===== src/rtl/acc_alu_unit_if.sv =====
// acc_alu_unit_if: control, data and status bundle for the accumulator/ALU unit.
// The master side (the controller) drives the load controls, the ALU operation,
// the data bus, the skip request and the current PC.
// The slave side (the unit) returns the accumulator, ALU result, flags and next PC.
interface acc_alu_unit_if #(
  parameter int DATA_W = 8,
  parameter int ADDR_W = 5
);
  logic              regWrite;
  logic              ALUToACC;
  logic [1:0]        ALU_Op;
  logic [DATA_W-1:0] data;
  logic              skip;
  logic [ADDR_W-1:0] address;
  logic [ADDR_W-1:0] next_address;
  logic [DATA_W-1:0] acc_out;
  logic [DATA_W-1:0] alu_out;
  logic              isZero;
  logic              carry;

  modport master (
    output regWrite, ALUToACC, ALU_Op, data, skip, address,
    input  next_address, acc_out, alu_out, isZero, carry
  );

  modport slave (
    input  regWrite, ALUToACC, ALU_Op, data, skip, address,
    output next_address, acc_out, alu_out, isZero, carry
  );
endinterface


===== src/rtl/acc_alu_unit.sv =====
// acc_alu_unit: single-accumulator datapath with a combinational 4-op ALU
// (ADD/AND/XOR/PASS), a zero flag, and skip-if-zero next-address generation.
// Optional feature macro: ACC_CARRY_EN -- when defined, carry holds the ADD
// carry-out of the last ALU load; when undefined, carry is tied to 0.
module acc_alu_unit #(
  parameter int DATA_W = 8,
  parameter int ADDR_W = 5
) (
  input logic              clk,
  input logic              rst,
  acc_alu_unit_if.slave    bus
);

  typedef enum logic [1:0] {
    OP_ADD  = 2'b00,
    OP_AND  = 2'b01,
    OP_XOR  = 2'b10,
    OP_PASS = 2'b11
  } alu_op_e;

  logic [DATA_W-1:0] acc;
  logic [DATA_W-1:0] alu_res;
  logic [DATA_W-1:0] add_sum;
  logic [DATA_W-1:0] acc_next;
  logic              acc_zero;
  logic              skip_taken;
  logic [ADDR_W-1:0] addr_incr;
  alu_op_e           op;

  assign op = alu_op_e'(bus.ALU_Op);

`ifdef ACC_CARRY_EN
  logic [DATA_W:0] add_wide;
  logic            add_carry;
  logic            carry_q;

  assign add_wide  = {1'b0, acc} + {1'b0, bus.data};
  assign add_sum   = add_wide[DATA_W-1:0];
  assign add_carry = add_wide[DATA_W];
`else
  assign add_sum   = acc + bus.data;
`endif

  // ALU: operand A is the accumulator, operand B is the data bus
  always_comb begin
    alu_res = '0;
    unique case (op)
      OP_ADD:  alu_res = add_sum;
      OP_AND:  alu_res = acc & bus.data;
      OP_XOR:  alu_res = acc ^ bus.data;
      OP_PASS: alu_res = bus.data;
      default: alu_res = '0;
    endcase
  end

  // Accumulator load source: ALU result or raw data bus
  always_comb begin
    acc_next = bus.data;
    if (bus.ALUToACC) begin
      acc_next = alu_res;
    end
  end

  // Accumulator register; reset overrides any pending load
  always_ff @(posedge clk) begin
    if (!rst) begin
      acc <= '0;
    end else if (bus.regWrite) begin
      acc <= acc_next;
    end
  end

`ifdef ACC_CARRY_EN
  // Carry flag: captured on ALU ADD loads, cleared on any other load
  always_ff @(posedge clk) begin
    if (!rst) begin
      carry_q <= 1'b0;
    end else if (bus.regWrite) begin
      carry_q <= bus.ALUToACC && (op == OP_ADD) && add_carry;
    end
  end

  assign bus.carry = carry_q;
`else
  assign bus.carry = 1'b0;
`endif

  assign acc_zero   = (acc == '0);
  assign skip_taken = bus.skip && acc_zero;

  // Next address: +2 when skipping, else +1; wraps at ADDR_W bits
  always_comb begin
    addr_incr = ADDR_W'(1);
    if (skip_taken) begin
      addr_incr = ADDR_W'(2);
    end
  end

  assign bus.next_address = bus.address + addr_incr;
  assign bus.acc_out      = acc;
  assign bus.alu_out      = alu_res;
  assign bus.isZero       = acc_zero;

endmodule


===== src/flat_wrapper.sv =====
// flat-port wrapper written by rule: the top's interface ports become plain ports
module acc_alu_unit_flat 
#(
  parameter int DATA_W = 8,
  parameter int ADDR_W = 5
)
  (clk, rst, bus_regWrite, bus_ALUToACC, bus_ALU_Op, bus_data, bus_skip, bus_address, bus_next_address, bus_acc_out, bus_alu_out, bus_isZero, bus_carry);
  acc_alu_unit_if #(.DATA_W(DATA_W), .ADDR_W(ADDR_W)) bus_i ();
  input logic clk;
  input logic rst;
  input wire logic [$bits(bus_i.regWrite)-1:0] bus_regWrite;
  input wire logic [$bits(bus_i.ALUToACC)-1:0] bus_ALUToACC;
  input wire logic [$bits(bus_i.ALU_Op)-1:0] bus_ALU_Op;
  input wire logic [$bits(bus_i.data)-1:0] bus_data;
  input wire logic [$bits(bus_i.skip)-1:0] bus_skip;
  input wire logic [$bits(bus_i.address)-1:0] bus_address;
  output wire logic [$bits(bus_i.next_address)-1:0] bus_next_address;
  output wire logic [$bits(bus_i.acc_out)-1:0] bus_acc_out;
  output wire logic [$bits(bus_i.alu_out)-1:0] bus_alu_out;
  output wire logic [$bits(bus_i.isZero)-1:0] bus_isZero;
  output wire logic [$bits(bus_i.carry)-1:0] bus_carry;
  assign bus_i.regWrite = bus_regWrite;
  assign bus_i.ALUToACC = bus_ALUToACC;
  assign bus_i.ALU_Op = bus_ALU_Op;
  assign bus_i.data = bus_data;
  assign bus_i.skip = bus_skip;
  assign bus_i.address = bus_address;
  assign bus_next_address = bus_i.next_address;
  assign bus_acc_out = bus_i.acc_out;
  assign bus_alu_out = bus_i.alu_out;
  assign bus_isZero = bus_i.isZero;
  assign bus_carry = bus_i.carry;
  acc_alu_unit #(.DATA_W(DATA_W), .ADDR_W(ADDR_W)) u_core (.clk(clk), .rst(rst), .bus(bus_i));
endmodule

===== config.mk =====
export PLATFORM = sky130hd
export DESIGN_NAME = acc_alu_unit_flat
export DESIGN_NICKNAME = d
export VERILOG_FILES = /design/src/rtl/acc_alu_unit_if.sv /design/src/rtl/acc_alu_unit.sv /design/src/flat_wrapper.sv
export SDC_FILE = /design/constraint.sdc
export NUM_CORES = 1
export LEC_CHECK = 0
export CORE_MARGIN = 2
export CORE_UTILIZATION = 45
export DETAILED_ROUTE_END_ITERATION = 16
export PLACE_DENSITY_LB_ADDON = 0.08
export SLEW_MARGIN = 15
export SYNTH_ARGS = -nofsm -noshare
export SYNTH_HDL_FRONTEND = slang
export SYNTH_SLANG_ARGS = --single-unit

===== constraint.sdc =====
create_clock -name clk -period 3.7 [get_ports clk]
set_input_delay 0.74 -clock clk [delete_from_list [all_inputs] [get_ports clk]]
set_output_delay 0.74 -clock clk [all_outputs]
set_load 0.005 [all_outputs]

== Word level (Yosys, flattened, before mapping) ==
Index checks and enable logic that the tools add are counted.

* Register bits: 8
* Input port bits: 20
* Word-level logic and storage cells: 14

* Bitwise operators: 2
* Equality and inequality tests: 3
* Muxes and demuxes: 3
* $add $sub $neg: 2
* Reductions and logical operators: 3

{| class="wikitable"
|+ Operators by type and width
! kind !! count
|-
| 8-bit one-hot mux with 4 select lines || 1
|-
| 8-bit adder || 1
|-
| 8-bit AND || 1
|-
| 8-bit zero test || 1
|-
| 8-bit 2-to-1 mux || 1
|-
| 8-bit XOR || 1
|-
| 5-bit by 2-bit adder with 5-bit output || 1
|-
| 2-bit equality test, second input constant || 2
|-
| 2-bit by 1-bit equality test with 1-bit output, second input constant || 1
|-
| 2-bit zero test || 1
|-
| 2-bit 2-to-1 mux || 1
|-
| 1-bit logical AND || 1
|}

== Depth between registers and ports, before layout ==
Gate-level depths: netlist (run 1).

* Word-level depth: 4
* Gate-level depth with buffers: 8
* Mapped depth without buffers: 8

== Worst setup path before layout (run 1) ==
No wires, ideal clock.

* Kind: input -> output
* Start: input port bus_data[0]
* End: output port bus_alu_out[6]
* Buffers on the path: 0
* Required time: 2.960 ns
* Data arrival time: 2.293 ns
* Setup slack: 0.667 ns
* Stages: 6
* Path through: ha_1 > fa_1 > a211oi_2 > o31ai_1 > xor2_1 > mux4_2

* Cells in the longest elaborated chain, start to end: 2

{| class="wikitable"
|+ RTL lines
! element !! line !! source
|-
| start: declaration || flat_wrapper.sv:14 || <nowiki>input wire logic [$bits(bus_i.data)-1:0] bus_data;</nowiki>
|-
| 8-bit adder || acc_alu_unit.sv:41 || <nowiki>assign add_sum = acc + bus.data;</nowiki>
|-
| 8-bit one-hot mux with 4 select lines || acc_alu_unit.sv:47 || <nowiki>unique case (op)</nowiki>
|-
| end: declaration || flat_wrapper.sv:19 || <nowiki>output wire logic [$bits(bus_i.alu_out)-1:0] bus_alu_out;</nowiki>
|}

No other way between the ends.

== Worst setup path after layout (run 1) ==
* Start: input port bus_data[1]
* End: output port bus_alu_out[5]

The elaborated chain is that of the path after synthesis.

==> metrics.md, run 1 <==
| Metric | Value |
|---|---|
| Outcome | `complete, no violations` |
| Max reg flops | `8` |
| CTS tree | `built` |
| WL final | `3.09 mm` |
| Share of layout cells above drive strength 1 | `about a fifth` |
| Sequential fraction of design power | `24.7%` |
| Kind of critical path | `in2out` |
| Final setup vio count | `0` |
| # rows | `16` |
| Core footprint | `2000 sq um` |
| Post-Synthesis Cell Area | `982 sq um` |
| Gr ovfl total | `0` |
| Final #Nets | `approximately 200` |
| Sw frac | `34.9%` |
| P_leak | `~0.7 nW` |
| Initial Util | `49.1%` |
| Reg2reg path depth | `7` |
| Startpoint types | `primary input` |
| Worst-path clk slew | `0.06 ns` |
| Critical path's slowest cell | `mux4_2` |
| Int Pwr | `0.000272 W` |
| Sink Count | `8` |
| Total track usage | `between 20% and 30%` |
| Num ports | `43` |
| Synth Flop Type | `dfxtp_1` |
| Die area | `between 2000 and 3000 sq um` |
| Initial DRC Count | `16` |
| P_sw | `between 0.0001 and 0.00015 W` |
| Hold Crit Start | `u_core.bus.acc_out[3]$_SDFFE_PN0P_` |
| Largest net degree at the start of global routing | `17` |
| Final hold vios | `0` |
| Fmax | `~0.28 GHz` |
| Final worst path period share | `98.1%` |
| Compound-cell area share of the yosys netlist | `approximately a quarter` |
| Yosys top cell by area | `dfxtp_1` |
| Yosys cell types | `35` |
| Antenna violations before repair | `0` |
| Drt drc | `0` |
| Max_slew headroom | `60.2%` |
| Via count | `between 1000 and 1500` |
| Worst r2r src | `u_core.bus.acc_out[0]$_SDFFE_PN0P_` |
| H-Tree Depth | `1` |
| Slowest Stage Delay on Critical Path | `0.47 ns` |
| Vias/cell | `5.76` |
| Fin util | `78.4%` |
| R2r setup slk | `1.44 ns` |
| Non-filler instance count after layout | `191` |
| Share of the synthesized area in the top cell type | `16.3%` |
| Synth area leaders | `dfxtp_1 (16%), ha_1 (13%), mux2i_1 (10%)` |
| Min Tclk post-route | `3.63 ns` |
| Post-synth EDFFs | `0` |
| N_diodes | `0` |
| Crit Reg-Reg Endpoint | `u_core.bus.acc_out[6]$_SDFFE_PN0P_` |
| Synthesized instance count | `113` |
| Final setup skew | `0.00594 ns` |
| RD Place Congestion | `~0.84` |
| Clk pwr share | `17.9%` |
| XOR/XNOR share of the synthesized area | `5.35%` |
| First-pass GRT wire length | `4.58 mm` |
| Most common cell after layout, fill and taps aside | `clkdlybuf4s50_1` |
| Hold Path Class | `reg2reg` |
| Hold path cells | `2` |
| Slew @ Worst Pin | `0.596 ns` |
| Final slew viol count | `0` |
| Vias in the first global route | `roughly 1000` |
| Power Density | `266 nW/um^2` |
| Worst endpoint required time | `2.96 ns` |
| Clock Latency Late Sink | `0.26 ns` |
| Hold WS | `0.580 ns` |
| Slack of the critical path | `approximately 0.069 ns` |
| Hold Path Sink | `u_core.bus.acc_out[3]$_SDFFE_PN0P_` |
| Longest Clk Path Bufs | `2` |
| Chip height | `50.7 um` |
| Simple-Gate Fraction of Synth Area | `between 10% and 20%` |
| Die span in x | `approximately 51 um` |
| Clock root buffer | `clkbuf_4` |
| Port bufs | `41` |
| Logic pwr share | `57.4%` |
| Synth-to-layout area growth | `59.7%` |
| Multiplexer area fraction after synthesis | `approximately 18%` |
| Seq cells post-synth | `8` |
| Synth async-reset ratio | `0%` |
| Most frequent cells in the layout | `clkdlybuf4s50_1 (38), buf_4 (13), mux2i_1 (10)` |
| RSZ-0062 raised after global routing | `false` |
| Final ANT Viol Nets | `0` |
| Max Cap Viol | `0` |
| Post-Synth Adder-Cell Area | `between 10% and 20%` |
| Pre-Repair DR Iteration Count | `4` |
| Syn Area/Cell | `8.69 sq um` |
| Syn_nets | `145` |
| Register area share after synthesis | `16.3%` |
| HPWL Detailed | `around 2.2 mm` |
| Placed Cells | `186` |
| Routed length per instance | `~16 um` |
| YS warnings | `0` |
| Largest family of logic cells by synthesized area | `compound AO/OA/AOI/OAI gates` |
| Maximum vdd drop | `162 uV` |
| Crit path DAT | `2.89 ns` |
| Crit-path max FO | `3` |
| Total CTS buffers | `3` |
| Setup crit end kind | `primary output` |
| Pre-CTS setup slack | `-0.276 ns` |
| Critical Path, Cell by Cell | `dlygate4sd2_1, ha_1, a211oi_4, o31ai_2, xor2_1, mux4_2, clkdlybuf4s50_1` |
## worst max-delay path by stage
stage | start | end | slack [ns] | depth (start not counted)
3_3_place_gp | bus_data[0] | bus_alu_out[6] | -0.23 | 8
2_1_floorplan | bus_data[0] | bus_alu_out[6] | 0.67 | 6
4_1_cts | bus_data[4] | bus_alu_out[5] | 0.02 | 7
6_report | bus_data[1] | bus_alu_out[5] | 0.07 | 7
5_1_grt | bus_data[1] | bus_alu_out[7] | 0.007 | 8
3_5_place_dp | bus_data[0] | bus_alu_out[6] | -0.28 | 8
## area by class of cell
type	instances	area [sq um]
inverters	7	26.3
fillers	151	433
multi-input cells	92	822
clock buffers	3	22.5
well taps	27	33.8
repair buffers	54	504
flip-flops and latches	8	160
## what timing repair did
action,4_1_cts,5_1_grt
pin swaps,4,2
hold buffers,0,0
setup buffers,1,1
gates resized for setup,8,7
setup endpoints to repair,4,2
## power by group through the flow
stage          Sequential, W  Clock (W)  Combinational [W]
6_report            0.000103  0.0000748           0.000239
5_1_grt             0.000104  0.0000807           0.000257
4_1_cts             0.000102  0.0000740           0.000226
3_5_place_dp        0.000104          0           0.000221
3_3_place_gp        0.000103          0           0.000214
2_1_floorplan       0.000102          0           0.000107
## layer usage
metal  share of wire (%)  wire (um)  global-route usage, %
met4                0.23          7                   4.05
met2                  51       1590                   43.2
met5                   0          0                      0
met3                 5.4        167                   2.68
met1                  43       1330                   28.3
## kinds of logic after synthesis
family | after synthesis
muxes | 14
and+or+nand+nor | 25
adders and majority gates | 12
DFF | 8
AOI/OAI and AO/OA | 34
other | 1
xor gates and xnor gates | 6
buffers and inverters | 13
## Yosys cell counts (3+ instances only)
| library cell | number |
|---|---|
| a21oi_1 | 9 |
| clkbuf_1 | 4 |
| dfxtp_1 | 8 |
| ha_1 | 10 |
| inv_1 | 7 |
| mux2i_1 | 10 |
| mux4_2 | 3 |
| nand2_1 | 9 |
| nor2_1 | 6 |
| o21ai_0 | 6 |
| o31a_1 | 4 |
| xnor2_1 | 3 |
| xor2_1 | 3 |
## through the flow
step / cell area, sq um / setup TNS (ns) / total power [W]
floorplan: 982 / 0 / 0.000209
global placement: 1480 / -0.374 / 0.000317
detailed placement: 1480 / -0.541 / 0.000325
CTS: 1520 / 0 / 0.000402
global route: 1570 / 0 / 0.000441
finish: 1570 / 0 / 0.000417
## worst max-delay path: cells and delay by family
kind | cells | cell delay, ns
xor+xnor | 1 | 0.15
buf+inv | 2 | 0.76
fa+ha+maj | 1 | 0.34
mux | 1 | 0.47
compound gates | 2 | 0.44
(Power assumes the default switching activity.)
==> inputs of run 2 (changes only) <==
--- a/config.mk
+++ b/config.mk
@@ -8,6 +8,7 @@
 export CORE_MARGIN = 2
 export CORE_UTILIZATION = 45
 export DETAILED_ROUTE_END_ITERATION = 16
+export GPL_TIMING_DRIVEN = 0
 export PLACE_DENSITY_LB_ADDON = 0.08
 export SLEW_MARGIN = 15
 export SYNTH_ARGS = -nofsm -noshare
==> run 2 against run 1 <==
Power is 0.77% lower; routed wire length shrank 5.5%; setup slack improved by 0.014 ns; global-route usage increased by 1.1 points; sequential share of layout area grew 0.15 points; utilization shrank 1.1 points; die area unchanged; worst hold slack gained 0.027 ns; via count barely moved; final area fell by 1.4%; critical path type unchanged; largest power group unchanged.
==> metrics.md, run 2 (same netlist as run 1, synthesis figures left out) <==
| Metric | Value |
|---|---|
| Outcome | `complete, no violations (unchanged)` |
| Initial DRC Count | `27 (was 16)` |
| Kind of critical path | `in2out (unchanged)` |
| Max reg flops | `8 (unchanged)` |
| Final Power | `0.000414 W (was 0.000417 W)` |
| Clock root buffer | `clkbuf_4 (unchanged)` |
| CTS tree | `built (unchanged)` |
| First-pass GRT wire length | `4.74 mm (was 4.58 mm)` |
| Slew @ Worst Pin | `0.624 ns (was 0.596 ns)` |
| Pre-CTS setup slack | `-0.431 ns (was -0.276 ns)` |
| Final #Nets | `194 (was 198)` |
| Crit path DAT | `2.88 ns (was 2.89 ns)` |
| Final setup skew | `0.0136 ns (was 0.00594 ns)` |
| Setup_tns | `0 ns (unchanged)` |
| Die span in x | `50.7 um (unchanged)` |
| Num ports | `43 (unchanged)` |
| Clock Latency Late Sink | `0.29 ns (was 0.26 ns)` |
| Antenna violations before repair | `0 (unchanged)` |
| Crit-path max FO | `4 (was 3)` |
| Final setup vio count | `0 (unchanged)` |
| Non-filler instance count after layout | `187 (was 191)` |
| RD Place Congestion | `0.838 (was 0.843)` |
| Total CTS buffers | `3 (unchanged)` |
| Family with the most delay on the worst path | `buffers and inverters (unchanged)` |
| Slack of the critical path | `0.0834 ns (was 0.0695 ns)` |
| RSZ-0062 raised after global routing | `true (was false)` |
| Max_slew headroom | `58.4% (was 60.2%)` |
| Most frequent cells in the layout | `clkdlybuf4s50_1 (37), mux2i_1 (10), nand2_1 (9) (was clkdlybuf4s50_1 (38), buf_4 (13), mux2i_1 (10))` |
| Via count | `1101 (was 1100)` |
| HPWL Detailed | `2.15 mm (was 2.21 mm)` |
| Drt drc | `0 (unchanged)` |
| Setup crit end kind | `primary output (unchanged)` |
| Hold Path Class | `reg2reg (unchanged)` |
| Worst-path clk slew | `0.06 ns (about the same)` |
| Die area | `2570 sq um (unchanged)` |
| WL final | `2.92 mm (was 3.09 mm)` |
| Maximum vdd drop | `232 uV (was 162 uV)` |
| Synth-to-layout area growth | `57.5% (was 59.7%)` |
| Fill cells | `146 (was 151)` |
| Initial Util | `49.1% (unchanged)` |
| Startpoint types | `primary input (unchanged)` |
| N_diodes | `0 (unchanged)` |
| Max Cap Viol | `0 (unchanged)` |
| Buffers & Inverters on Critical Path | `2 (unchanged)` |
| Placed Cells | `181 (was 186)` |
| Vias in the first global route | `996 (was 1028)` |
| Most common cell after layout, fill and taps aside | `clkdlybuf4s50_1 (unchanged)` |
| Min Tclk post-route | `3.62 ns (was 3.63 ns)` |
| H-Tree Depth | `1 (unchanged)` |
| Power Density | `268 nW/um^2 (was 266 nW/um^2)` |
| Total track usage | `24.2% (was 23.0%)` |
| Share of layout cells above drive strength 1 | `15.0% (was 18.9%)` |
| Vias/cell | `5.89 (was 5.76)` |
| Pre-Repair DR Iteration Count | `4 (unchanged)` |
| Routed length per instance | `15.6 um (was 16.2 um)` |
| Core footprint | `2000 sq um (unchanged)` |
| Largest net degree at the start of global routing | `11 (was 17)` |
| Worst endpoint required time | `2.96 ns (about the same)` |
| Slowest Stage Delay on Critical Path | `0.47 ns (about the same)` |
| # rows | `16 (unchanged)` |
| Final hold vios | `0 (unchanged)` |
| Port bufs | `41 (unchanged)` |
| Critical Path, Cell by Cell | `dlygate4sd2_1, ha_1, a211oi_4, o31ai_2, xor2_1, mux4_2, clkdlybuf4s50_1 (unchanged)` |
| Chip height | `50.7 um (unchanged)` |
| P_leak | `0.668 nW (was 0.691 nW)` |
| Fmax | `0.277 GHz (was 0.275 GHz)` |
| Final slew viol count | `0 (unchanged)` |
| Sink Count | `8 (unchanged)` |
| Gr ovfl total | `0 (unchanged)` |
| Critical path's slowest cell | `mux4_2 (unchanged)` |
| Final worst path period share | `97.7% (was 98.1%)` |
| Longest Clk Path Bufs | `2 (unchanged)` |
| Final ANT Viol Nets | `0 (unchanged)` |
run 2: cell types whose count changed in the layout (fill, tap and decap cells not counted):
| cell | delta |
|---|---|
| buf_2 | +1 |
| buf_4 | -9 |
| clkbuf_1 | +4 |
| clkdlybuf4s50_1 | -1 |
| dlymetal6s2s_1 | +1 |
| ha_1 | -1 |
| ha_2 | -1 |
| ha_4 | +2 |
run 2: tightest hold or removal path, delay by kind of cell (launching register included):
kind           cells  cell delay (ns)
AO/OA/AOI/OAI      2             0.21
flip-flops         1             0.35
run 2: path summary, 6_finish.rpt:
kind / from / end / slack, ns / depth (start not counted)
min: u_core.bus.acc_out[7]$_SDFFE_PN0P_ / u_core.bus.acc_out[7]$_SDFFE_PN0P_ / 0.61 / 2
max reg2reg: u_core.bus.acc_out[0]$_SDFFE_PN0P_ / u_core.bus.acc_out[6]$_SDFFE_PN0P_ / 1.40 / 7
min reg2reg: u_core.bus.acc_out[7]$_SDFFE_PN0P_ / u_core.bus.acc_out[7]$_SDFFE_PN0P_ / 0.61 / 2
max: bus_data[1] / bus_alu_out[5] / 0.08 / 7
run 2: per-layer routing:
layer	GRT usage (%)	vias up	part of all wire, %	routed length (um)
li1	-	522	-	-
met2	40.1	50	51	1480
met5	0	-	0	0
met3	2.98	9	6.1	179
met1	31.7	520	41	1200
met4	9.46	0	2.0	59
run 2: per-stage QoR:
stage          cell area [sq um]  hold WS, ns  util, %
2_1_floorplan                982        0.539        -
3_3_place_gp                1430        0.555     71.3
3_5_place_dp                1430        0.561     71.3
4_1_cts                     1480        0.575     73.9
5_1_grt                     1550        0.664     77.3
6_report                    1550        0.607     77.3
run 2: area by class of cell:
cell class | count | area, sq um | area share, %
Sequential cell | 8 | 160 | 10.4
Inverter | 7 | 26.3 | 1.70
Buffer | 6 | 27.5 | 1.78
Timing Repair Buffer | 44 | 432 | 27.9
Clock buffer | 3 | 22.5 | 1.46
Tap cell | 27 | 33.8 | 2.18
Multi-Input combinational cell | 92 | 845 | 54.6
run 2: power by group:
part	switching, W	internal, W
logic	0.0000950	0.000135
clock network	0.0000423	0.0000378
registers	0.0000102	0.0000934
run 2: repair_timing:
item,4_1_cts,5_1_grt
buffers inserted,2,1
hold buffers,0,0
endpoints found under the setup margin,4,3
pin swaps,2,3
gates cloned,0,0
gates resized for setup,8,9
